`config.mk`:
```
export PLATFORM = sky130hd
export DESIGN_NAME = blk_lum_grid
export DESIGN_NICKNAME = d
export VERILOG_FILES = /design/src/rtl/blk_lum_grid.sv
export SDC_FILE = /design/constraint.sdc
export NUM_CORES = 2
export LEC_CHECK = 0
export BUFFER_PORTS_ARGS = -buffer_cell sky130_fd_sc_hd__buf_2
export CAP_MARGIN = 5
export CORE_MARGIN = 4
export CORE_UTILIZATION = 60
export DETAILED_ROUTE_END_ITERATION = 10
export PLACE_DENSITY_LB_ADDON = 0.3
export REMOVE_ABC_BUFFERS = 1
export SLEW_MARGIN = 0
export SYNTH_ARGS = -nofsm -noshare
export SYNTH_HDL_FRONTEND = slang
export SYNTH_SLANG_ARGS = --single-unit
```
`constraint.sdc`:
```
create_clock -name clk_i -period 14.83 [get_ports clk_i]
set_input_delay 2.2245 -clock clk_i [delete_from_list [all_inputs] [get_ports clk_i]]
set_output_delay 2.2245 -clock clk_i [all_outputs]
set_load 0.02 [all_outputs]
```
`src/rtl/blk_lum_grid.sv`:
```
// Per-block luminance classifier for an HBLKS x VBLKS block grid.
// Weighted luma of each active pixel is summed per block segment (seg) and folded into a
// per-column accumulator on every block-segment close. At each block-row close, every
// column is compared against a runtime threshold with hysteresis around the block's
// previous-frame decision, and one decision bit per block is stored. The previous-frame
// decision of the block being scanned streams out on rx_o. A bright-block count is
// published once per frame.
// Ports:
//   clk_i, rst_i   pixel clock, synchronous active-high reset
//   de_i           pixel valid
//   h_save_i       last pixel of a block segment within a line
//   v_save_i       last pixel of the last line of a block row
//   wd_i           {R,G,B} pixel, R in MSBs
//   thres_i        mean-luma threshold (colour units)
//   hyst_i         hysteresis half-band (colour units)
//   en_i           0 forces rx_o low
//   rx_o           previous-frame decision of the current block
//   frame_done_o   1-cycle pulse after the last block row is classified
//   bright_cnt_o   bright-block count of the last completed frame
module blk_lum_grid #(
  parameter int unsigned HBLKS = 10,
  parameter int unsigned VBLKS = 10,
  parameter int unsigned PXS   = 900,
  parameter int unsigned CW    = 8,
  parameter int unsigned KR    = 109,
  parameter int unsigned KG    = 366,
  parameter int unsigned KB    = 37
) (
  input  logic                                clk_i,
  input  logic                                rst_i,
  input  logic                                de_i,
  input  logic                                h_save_i,
  input  logic                                v_save_i,
  input  logic [3*CW-1:0]                     wd_i,
  input  logic [CW-1:0]                       thres_i,
  input  logic [CW-1:0]                       hyst_i,
  input  logic                                en_i,
  output logic                                rx_o,
  output logic                                frame_done_o,
  output logic [$clog2(HBLKS*VBLKS+1)-1:0]    bright_cnt_o
);

  localparam longint unsigned CMax  = (64'd1 << CW) - 64'd1;
  localparam longint unsigned Scale = 64'(PXS) * 64'(KR + KG + KB);
  localparam longint unsigned MaxV  = Scale * CMax;
  localparam int unsigned     AccW  = $clog2(MaxV + 64'd1);
  localparam int unsigned     ColW  = $clog2(HBLKS);
  localparam int unsigned     RowW  = $clog2(VBLKS);
  localparam int unsigned     CntW  = $clog2(HBLKS * VBLKS + 1);

  function automatic logic [AccW-1:0] sat_add(input logic [AccW-1:0] a, input logic [AccW-1:0] b);
    logic [AccW:0] s;
    s = {1'b0, a} + {1'b0, b};
    return s[AccW] ? '1 : s[AccW-1:0];
  endfunction

  function automatic logic [ColW-1:0] col_inc(input logic [ColW-1:0] c);
    return (c == ColW'(HBLKS - 1)) ? '0 : c + 1'b1;
  endfunction

  function automatic logic [RowW-1:0] row_inc(input logic [RowW-1:0] r);
    return (r == RowW'(VBLKS - 1)) ? '0 : r + 1'b1;
  endfunction

  logic [AccW-1:0]  y_d, y_q, seg_d, seg_q;
  logic             de_q;
  logic [1:0]       h_q, v_q;
  logic [AccW-1:0]  acc_d [HBLKS];
  logic [AccW-1:0]  acc_q [HBLKS];
  logic [HBLKS-1:0] store_d [VBLKS];
  logic [HBLKS-1:0] store_q [VBLKS];
  logic [ColW-1:0]  col_d, col_q, rcol_d, rcol_q;
  logic [RowW-1:0]  row_d, row_q, rrow_d, rrow_q;
  logic             eval_d, eval_q, fdp_d, fdp_q, frame_done_d, frame_done_q, rx_d, rx_q;
  logic [CntW-1:0]  cnt_d, cnt_q, pop;
  logic [CW:0]      th_sum;
  logic [CW-1:0]    hi_c, lo_c;
  logic [AccW-1:0]  t_hi, t_lo;
  logic             close;

  // Stage 1: weighted luma
  always_comb begin
    y_d = AccW'(KR) * AccW'(wd_i[3*CW-1 -: CW])
        + AccW'(KG) * AccW'(wd_i[2*CW-1 -: CW])
        + AccW'(KB) * AccW'(wd_i[CW-1:0]);
  end

  // Clamped thresholds, scaled to block-sum units
  always_comb begin
    th_sum = {1'b0, thres_i} + {1'b0, hyst_i};
    hi_c   = th_sum[CW] ? '1 : th_sum[CW-1:0];
    lo_c   = (thres_i > hyst_i) ? thres_i - hyst_i : '0;
    t_hi   = AccW'(Scale) * AccW'(hi_c);
    t_lo   = AccW'(Scale) * AccW'(lo_c);
  end

  assign close = h_q[1] | v_q[1];

  always_comb begin
    seg_d   = seg_q;
    acc_d   = acc_q;
    store_d = store_q;
    col_d   = col_q;
    row_d   = row_q;
    eval_d  = v_q[1];
    fdp_d   = 1'b0;

    if (close) begin
      // Pixel arriving on the close cycle starts the next segment
      seg_d = de_q ? y_q : '0;
    end else if (de_q) begin
      seg_d = sat_add(seg_q, y_q);
    end

    if (eval_q) begin
      for (int c = 0; c < HBLKS; c++) begin
        store_d[row_q][c] = store_q[row_q][c] ? (acc_q[c] >= t_lo) : (acc_q[c] >= t_hi);
        acc_d[c]          = '0;
      end
      row_d = row_inc(row_q);
      fdp_d = (row_q == RowW'(VBLKS - 1));
    end

    // col_q is already 0 on the evaluate cycle (reset by the row close), so a
    // commit landing there goes to column 0 after the clear.
    if (close) begin
      acc_d[col_q] = sat_add(acc_d[col_q], seg_q);
      col_d        = v_q[1] ? '0 : col_inc(col_q);
    end
  end

  always_comb begin
    pop = '0;
    for (int r = 0; r < VBLKS; r++) begin
      for (int c = 0; c < HBLKS; c++) begin
        pop = pop + CntW'(store_q[r][c]);
      end
    end
    frame_done_d = fdp_q;
    cnt_d        = fdp_q ? pop : cnt_q;
  end

  // Read side follows the undelayed strobes
  always_comb begin
    rcol_d = rcol_q;
    rrow_d = rrow_q;
    if (v_save_i) begin
      rcol_d = '0;
      rrow_d = row_inc(rrow_q);
    end else if (h_save_i) begin
      rcol_d = col_inc(rcol_q);
    end
    rx_d = en_i & store_q[rrow_q][rcol_q];
  end

  always_ff @(posedge clk_i) begin
    if (rst_i) begin
      y_q   <= '0;
      de_q  <= 1'b0;
      h_q   <= '0;
      v_q   <= '0;
      seg_q <= '0;
      for (int c = 0; c < HBLKS; c++) acc_q[c] <= '0;
      for (int r = 0; r < VBLKS; r++) store_q[r] <= '0;
      col_q        <= '0;
      row_q        <= '0;
      eval_q       <= 1'b0;
      fdp_q        <= 1'b0;
      frame_done_q <= 1'b0;
      cnt_q        <= '0;
      rcol_q       <= '0;
      rrow_q       <= '0;
      rx_q         <= 1'b0;
    end else begin
      y_q          <= y_d;
      de_q         <= de_i;
      h_q          <= {h_q[0], h_save_i};
      v_q          <= {v_q[0], v_save_i};
      seg_q        <= seg_d;
      acc_q        <= acc_d;
      store_q      <= store_d;
      col_q        <= col_d;
      row_q        <= row_d;
      eval_q       <= eval_d;
      fdp_q        <= fdp_d;
      frame_done_q <= frame_done_d;
      cnt_q        <= cnt_d;
      rcol_q       <= rcol_d;
      rrow_q       <= rrow_d;
      rx_q         <= rx_d;
    end
  end

  assign rx_o         = rx_q;
  assign frame_done_o = frame_done_q;
  assign bright_cnt_o = cnt_q;

endmodule

```
=== Word level (Yosys, flattened, before mapping) ===
Index checks and enable logic that the tools add are counted.

* Register bits: 456
* Logic and storage cells: 258
* Bits of input ports: 46
* Output and inout port bits: 9

* Reduce and logical (&&, ||, !) cells: 5
* Bitwise logic cells: 6
* $mul: 5
* Add/sub/neg operators: 109
* Multiplexer cells: 68
* Order comparisons: 27
* Eq/ne operators: 4

{| class="wikitable"
|+ Operators by type and width
! operator !! number
|-
| $bwmux 100 || 10
|-
| $add 7x1->7 || 93
|-
| $ge 27x27->1 || 20
|-
| $mux 270 || 2
|-
| $demux 10 s4 || 10
|-
| $bwmux 270 || 1
|-
| $mux 27 || 8
|-
| $bmux 27 s4 || 1
|-
| $demux 27 s4 || 1
|-
| $bmux 10 s4 || 2
|-
| $add 27x27->28 || 2
|-
| $mux 10 || 5
|-
| $mul 8x8->16 const A || 3
|-
| $mux 4 || 6
|-
| $mux 8 || 3
|-
| $add 18x14->19 || 1
|-
| $add 15x17->18 || 1
|-
| $add 4x1->4 const B || 4
|-
| $eq 4x4->1 const B || 4
|-
| $ge 5x5->1 const B || 3
|-
| $mul 7x8->15 const A || 1
|-
| $not 4->5 || 3
|-
| $mul 6x8->14 const A || 1
|-
| $mux 1 || 12
|-
| other kinds (24) || 27
|}

=== Logic depth before layout (Yosys ltp) ===
* Depth in word-level cells: 99
* Mapped depth: 38
* Depth with buffers taken out: 36

=== Least setup slack after synthesis ===
No wires, ideal clock.

* Path type: input to register
* From: input port thres_i[0]
* To: register store_q[12] (netlist bit)
* Path buffers: 0
* Arrival time: 9.027 ns
* Setup time: 0.117 ns
* Data required time: 14.713 ns
* Stages on the path: 35
* Slack: 5.687 ns
* Cells stage by stage: ha_1 -> fa_1 -> nor2b_1 -> o21bai_1 -> a21oi_1 -> o21bai_1 -> a21oi_1 -> nor2_1 -> nor2_1 -> nor3_1 -> inv_1 -> ha_1 -> ha_1 -> inv_1 -> fa_1 -> inv_1 -> ha_1 -> inv_1 -> fa_1 -> inv_1 -> a21oi_1 -> o21ai_0 -> a21oi_1 -> o21bai_1 -> a21o_1 -> a21oi_1 -> xnor2_1 -> ha_1 -> nand4_1 -> nor2_1 -> a221oi_1 -> o21ai_0 -> o41ai_1 -> a31oi_2 -> a22o_1

* Longest elaborated chain between the ends: 15
* Elaborated cells on any way between the ends: 47
* Those cells by class: add/sub (2); mul (2); order compare (21); mux (22)

{| class="wikitable"
|+ RTL lines
! item !! RTL line !! RTL
|-
| start, declared || 35 || <nowiki>input logic [CW-1:0] thres_i,</nowiki>
|-
| $add 8x8->9 (tied with other cells) || 90 || <nowiki>th_sum = {1'b0, thres_i} + {1'b0, hyst_i};</nowiki>
|-
| $mux 8, on equally long branches || 91, 92 ||
|-
| $mul 8x8->16, on equally long branches || 93, 94 ||
|-
| $ge 27x27->1 || 117 || <nowiki>store_d[row_q][c] = store_q[row_q][c] ? (acc_q[c] >= t_lo) : (acc_q[c] >= t_hi);</nowiki>
|-
| $mux 1 || 117 ||
|-
| $bwmux 100 (9 in series) || 117 ||
|-
| $bwmux 100 (*) || 117 ||
|-
| end signal, assigned || 181 || <nowiki>store_q <= store_d;</nowiki>
|-
| end, declared || 71 || <nowiki>logic [HBLKS-1:0] store_q [VBLKS];</nowiki>
|}

Mark *: on every way between the ends. The rest lies on a longest branch, timed or not.
A chain may end at the register's enable or synchronous reset.

=== Worst setup path after layout ===
* From: input port thres_i[2]
* To: register store_q[7] (netlist bit)

Same word-level chain as after synthesis.

==> flow_summary.json <==
{
  "status": "finished, violations left",
  "violations": "DRC",
  "cpMaxStageDelayCell": "xor2_1",
  "synth_most_common_cell": "ha_1",
  "max-vdd-ir-drop_uv": 205,
  "synth_seq_cells": 447,
  "via_per_inst": 6.69,
  "grt_overflow": 0,
  "period_minus_slack_ns": 9.87,
  "synth-seq-area-share_pct": 24.2,
  "final_area_sq_mm": 0.0399,
  "port_buffers": 54,
  "rrSetupSlack_ns": 7.75,
  "drt-met1-wl_mm": 48.2,
  "first_iter_violations": 4333,
  "wire_per_inst_microns": 25.2,
  "cp_data_required_time_ns": 15.37,
  "r2r-end": "bright_cnt_o[6]",
  "period_share_pct": 66.6,
  "hold_path_end": "acc_q[225]",
  "numCtsBuffers": 52,
  "r2r_cells": 23,
  "synth_warnings": 0,
  "routed_wirelength_mm": 126,
  "p_sw_share_pct": 44.9,
  "postCtsResizedCells": 0,
  "gp_congestion": 1.05,
  "maxCapViolCount": 0,
  "grt_max_degree": 65,
  "worstHoldPathType": "reg -> reg",
  "clk_latency_ns": 0.64,
  "grt_pass1_wl_mm": 191,
  "leakage_nw": 18.1,
  "dieArea_sq_mm": 0.0657,
  "clk_path_buf_depth": 3,
  "min_from": "acc_q[225]",
  "cts_root_buf": "clkbuf_16",
  "drive_above_1_share_pct": 7.63,
  "async_flop_share_pct": 0,
  "placed_cell_area_sq_mm": 0.0381,
  "hold_viol": 0,
  "drc": 6,
  "synth_adder_area_share_pct": 28.4,
  "setup_tns_ns": 0,
  "end_kind": "register",
  "die_w_microns": 256,
  "startpoint": "thres_i[2]",
  "grt_pass1_vias": 31900,
  "synthSimpleGateAreaFrac_pct": 13.1,
  "synth_common_cells": "552 x ha_1, 447 x dfxtp_1, 389 x inv_1",
  "htree_num_levels": 2,
  "muxShareOfSynthArea_pct": 4.01,
  "p_seq_share_pct": 20.7,
  "dpl.hpwl_mm": 91.7,
  "io_pins": 55,
  "p_per_area_mw_per_mm2": 154,
  "power.switching_mw": 2.76,
  "antenna_found_initial": 2,
  "critical_path_arrival_ns": 10.41,
  "tightest_slew_ns": 1.33,
  "cts_hold_buf": 0,
  "rows": 90,
  "rsz0062_at_grt": "false",
  "cts.sinks": 447,
  "synth_top_cell_by_area": "dfxtp_1",
  "path_class": "in -> reg",
  "slew_headroom_pct": 11.3,
  "cts_tree": "done",
  "synth_flop_cell": "dfxtp_1",
  "synth_top_family_by_area": "adder cells",
  "power_frac_comb_pct": 56.8,
  "synth_xor_area_share_pct": 2.22,
  "syn_inst": 4193,
  "critPathMaxFanout": 12,
  "pwr-share-clk_pct": 22.5,
  "finalNetCount": 4955,
  "track_usage_pct": 37.1,
  "highest_layer": "met5",
  "reg2reg_from": "store_q[25]",
  "die_h_microns": 256,
  "antennaDiodeCount": 0,
  "postCtsSetupRepairBufs": 0,
  "route.met3.wl_mm": 15.5,
  "num-fill-cells": 5047,
  "slowest_delay_ns": 1.05,
  "start_kind": "input port",
  "synth_compound_area_share_pct": 22.1,
  "core_sq_mm": 0.0607,
  "synth_area_sq_mm": 0.0370,
  "p_int_mw": 3.39,
  "start_util_pct": 61.0,
  "whs_path_depth": 2,
  "routed-wl-met2_mm": 53.2,
  "cpMostUsedCell": "ha_1",
  "vias": 33400,
  "fmaxAchievable_mhz": 101,
  "setup_viol": 0,
  "synth.distinct_cells": 82,
  "syn_area_per_cell_sq_um": 8.83,
  "areaGrowthSynthToFinish_pct": 7.89,
  "ys_top_cells_by_area": "dfxtp_1 24%, ha_1 19%, fa_1 9.6%",
  "drtPass1Iterations": 11,
  "synth_edf_count": 0,
  "synth_top_area_share_pct": 24.2,
  "clk_pin_slew_ns": 0.06,
  "skew_ns": 0.0454,
  "drv_slew": 0,
  "ant_nets": 0
}
-- routing by layer --
layer | track usage [%] | vias up
li1 | - | 15100
met2 | 55.7 | 2160
met4 | 20.5 | 2
met3 | 9.67 | 542
met5 | 0 | -
met1 | 48.9 | 15700
-- cell type report --
cell class / count / area (sq um) / share of cell area [%]
Timing Repair Buffer: 120 / 772 / 1.93
Tap cell: 782 / 978 / 2.45
Clock buffer: 62 / 1410 / 3.53
Clock inverter: 33 / 415 / 1.04
Multi-Input combinational cell: 3170 / 26000 / 65.0
Inverter: 389 / 1460 / 3.66
Sequential cell: 447 / 8960 / 22.4
-- stage by stage --
step	total power, mW	hold WS, ns	setup slack, ns	cells	util, %
CTS	6.06	0.466	5.33	5003	65.8
global placement	4.59	0.452	4.80	4908	62.8
finish	6.15	0.465	4.96	5003	65.8
detailed placement	4.68	0.456	4.70	4908	62.8
global route	6.63	0.487	4.53	5003	65.8
floorplan	3.70	0.414	5.69	4006	-
-- critical path: cells and delay by family --
| kind | cells | cell delay, ns |
|---|---|---|
| fa+ha+maj | 7 | 2.41 |
| compound gates | 9 | 2.15 |
| simple gates | 6 | 1.47 |
| xor+xnor | 1 | 1.05 |
| mux | 1 | 0.83 |
| buf+inv | 3 | 0.27 |
-- layout by cell type (no fill, tap or decap), types with 103 or more instances in the layout --
cell type and n:
a22o_1 114, a211oi_1 103, o21ai_0 320, nand2_1 321, ha_1 552, fa_1 177
dfxtp_1 442, a21oi_1 239, inv_1 388, nor2_1 241
-- flip-flops by register name (all words and copies together), names as in the netlist --
register,cells
v_q,2
store_q,100
col_q,4
eval_q,1
fdp_q,1
acc_q,270
row_q,4
y_q,18
frame_done_o,1
h_q,2
seg_q,27
rcol_q,4
rx_o,1
bright_cnt_o,7
rrow_q,4
de_q,1
-- worst max path at each step --
stage | slack (ns) | cells past startpoint | endpoint
after floorplan | 5.69 | 35 | store_q[2]
after global routing | 4.53 | 30 | store_q[7]
after CTS | 5.33 | 27 | store_q[17]
after global placement | 4.80 | 27 | store_q[27]
final | 4.96 | 27 | store_q[7]
after detailed placement | 4.70 | 27 | store_q[77]
-- kinds of logic after synthesis --
logic type	after synthesis
mux	99
buf+inv	576
simple gates	1010
xor+xnor	94
flops	447
fa+ha+maj	736
compound gates	1231
-- power by group through the flow --
stage               combinational, mW  sequential [mW]  clock [mW]
floorplan                        2.40             1.29           0
global placement                 3.30             1.30           0
detailed placement               3.38             1.30           0
CTS                              3.41             1.27        1.38
global route                     3.93             1.27        1.43
finish                           3.49             1.27        1.38
Power figures use the tool's default switching activity.
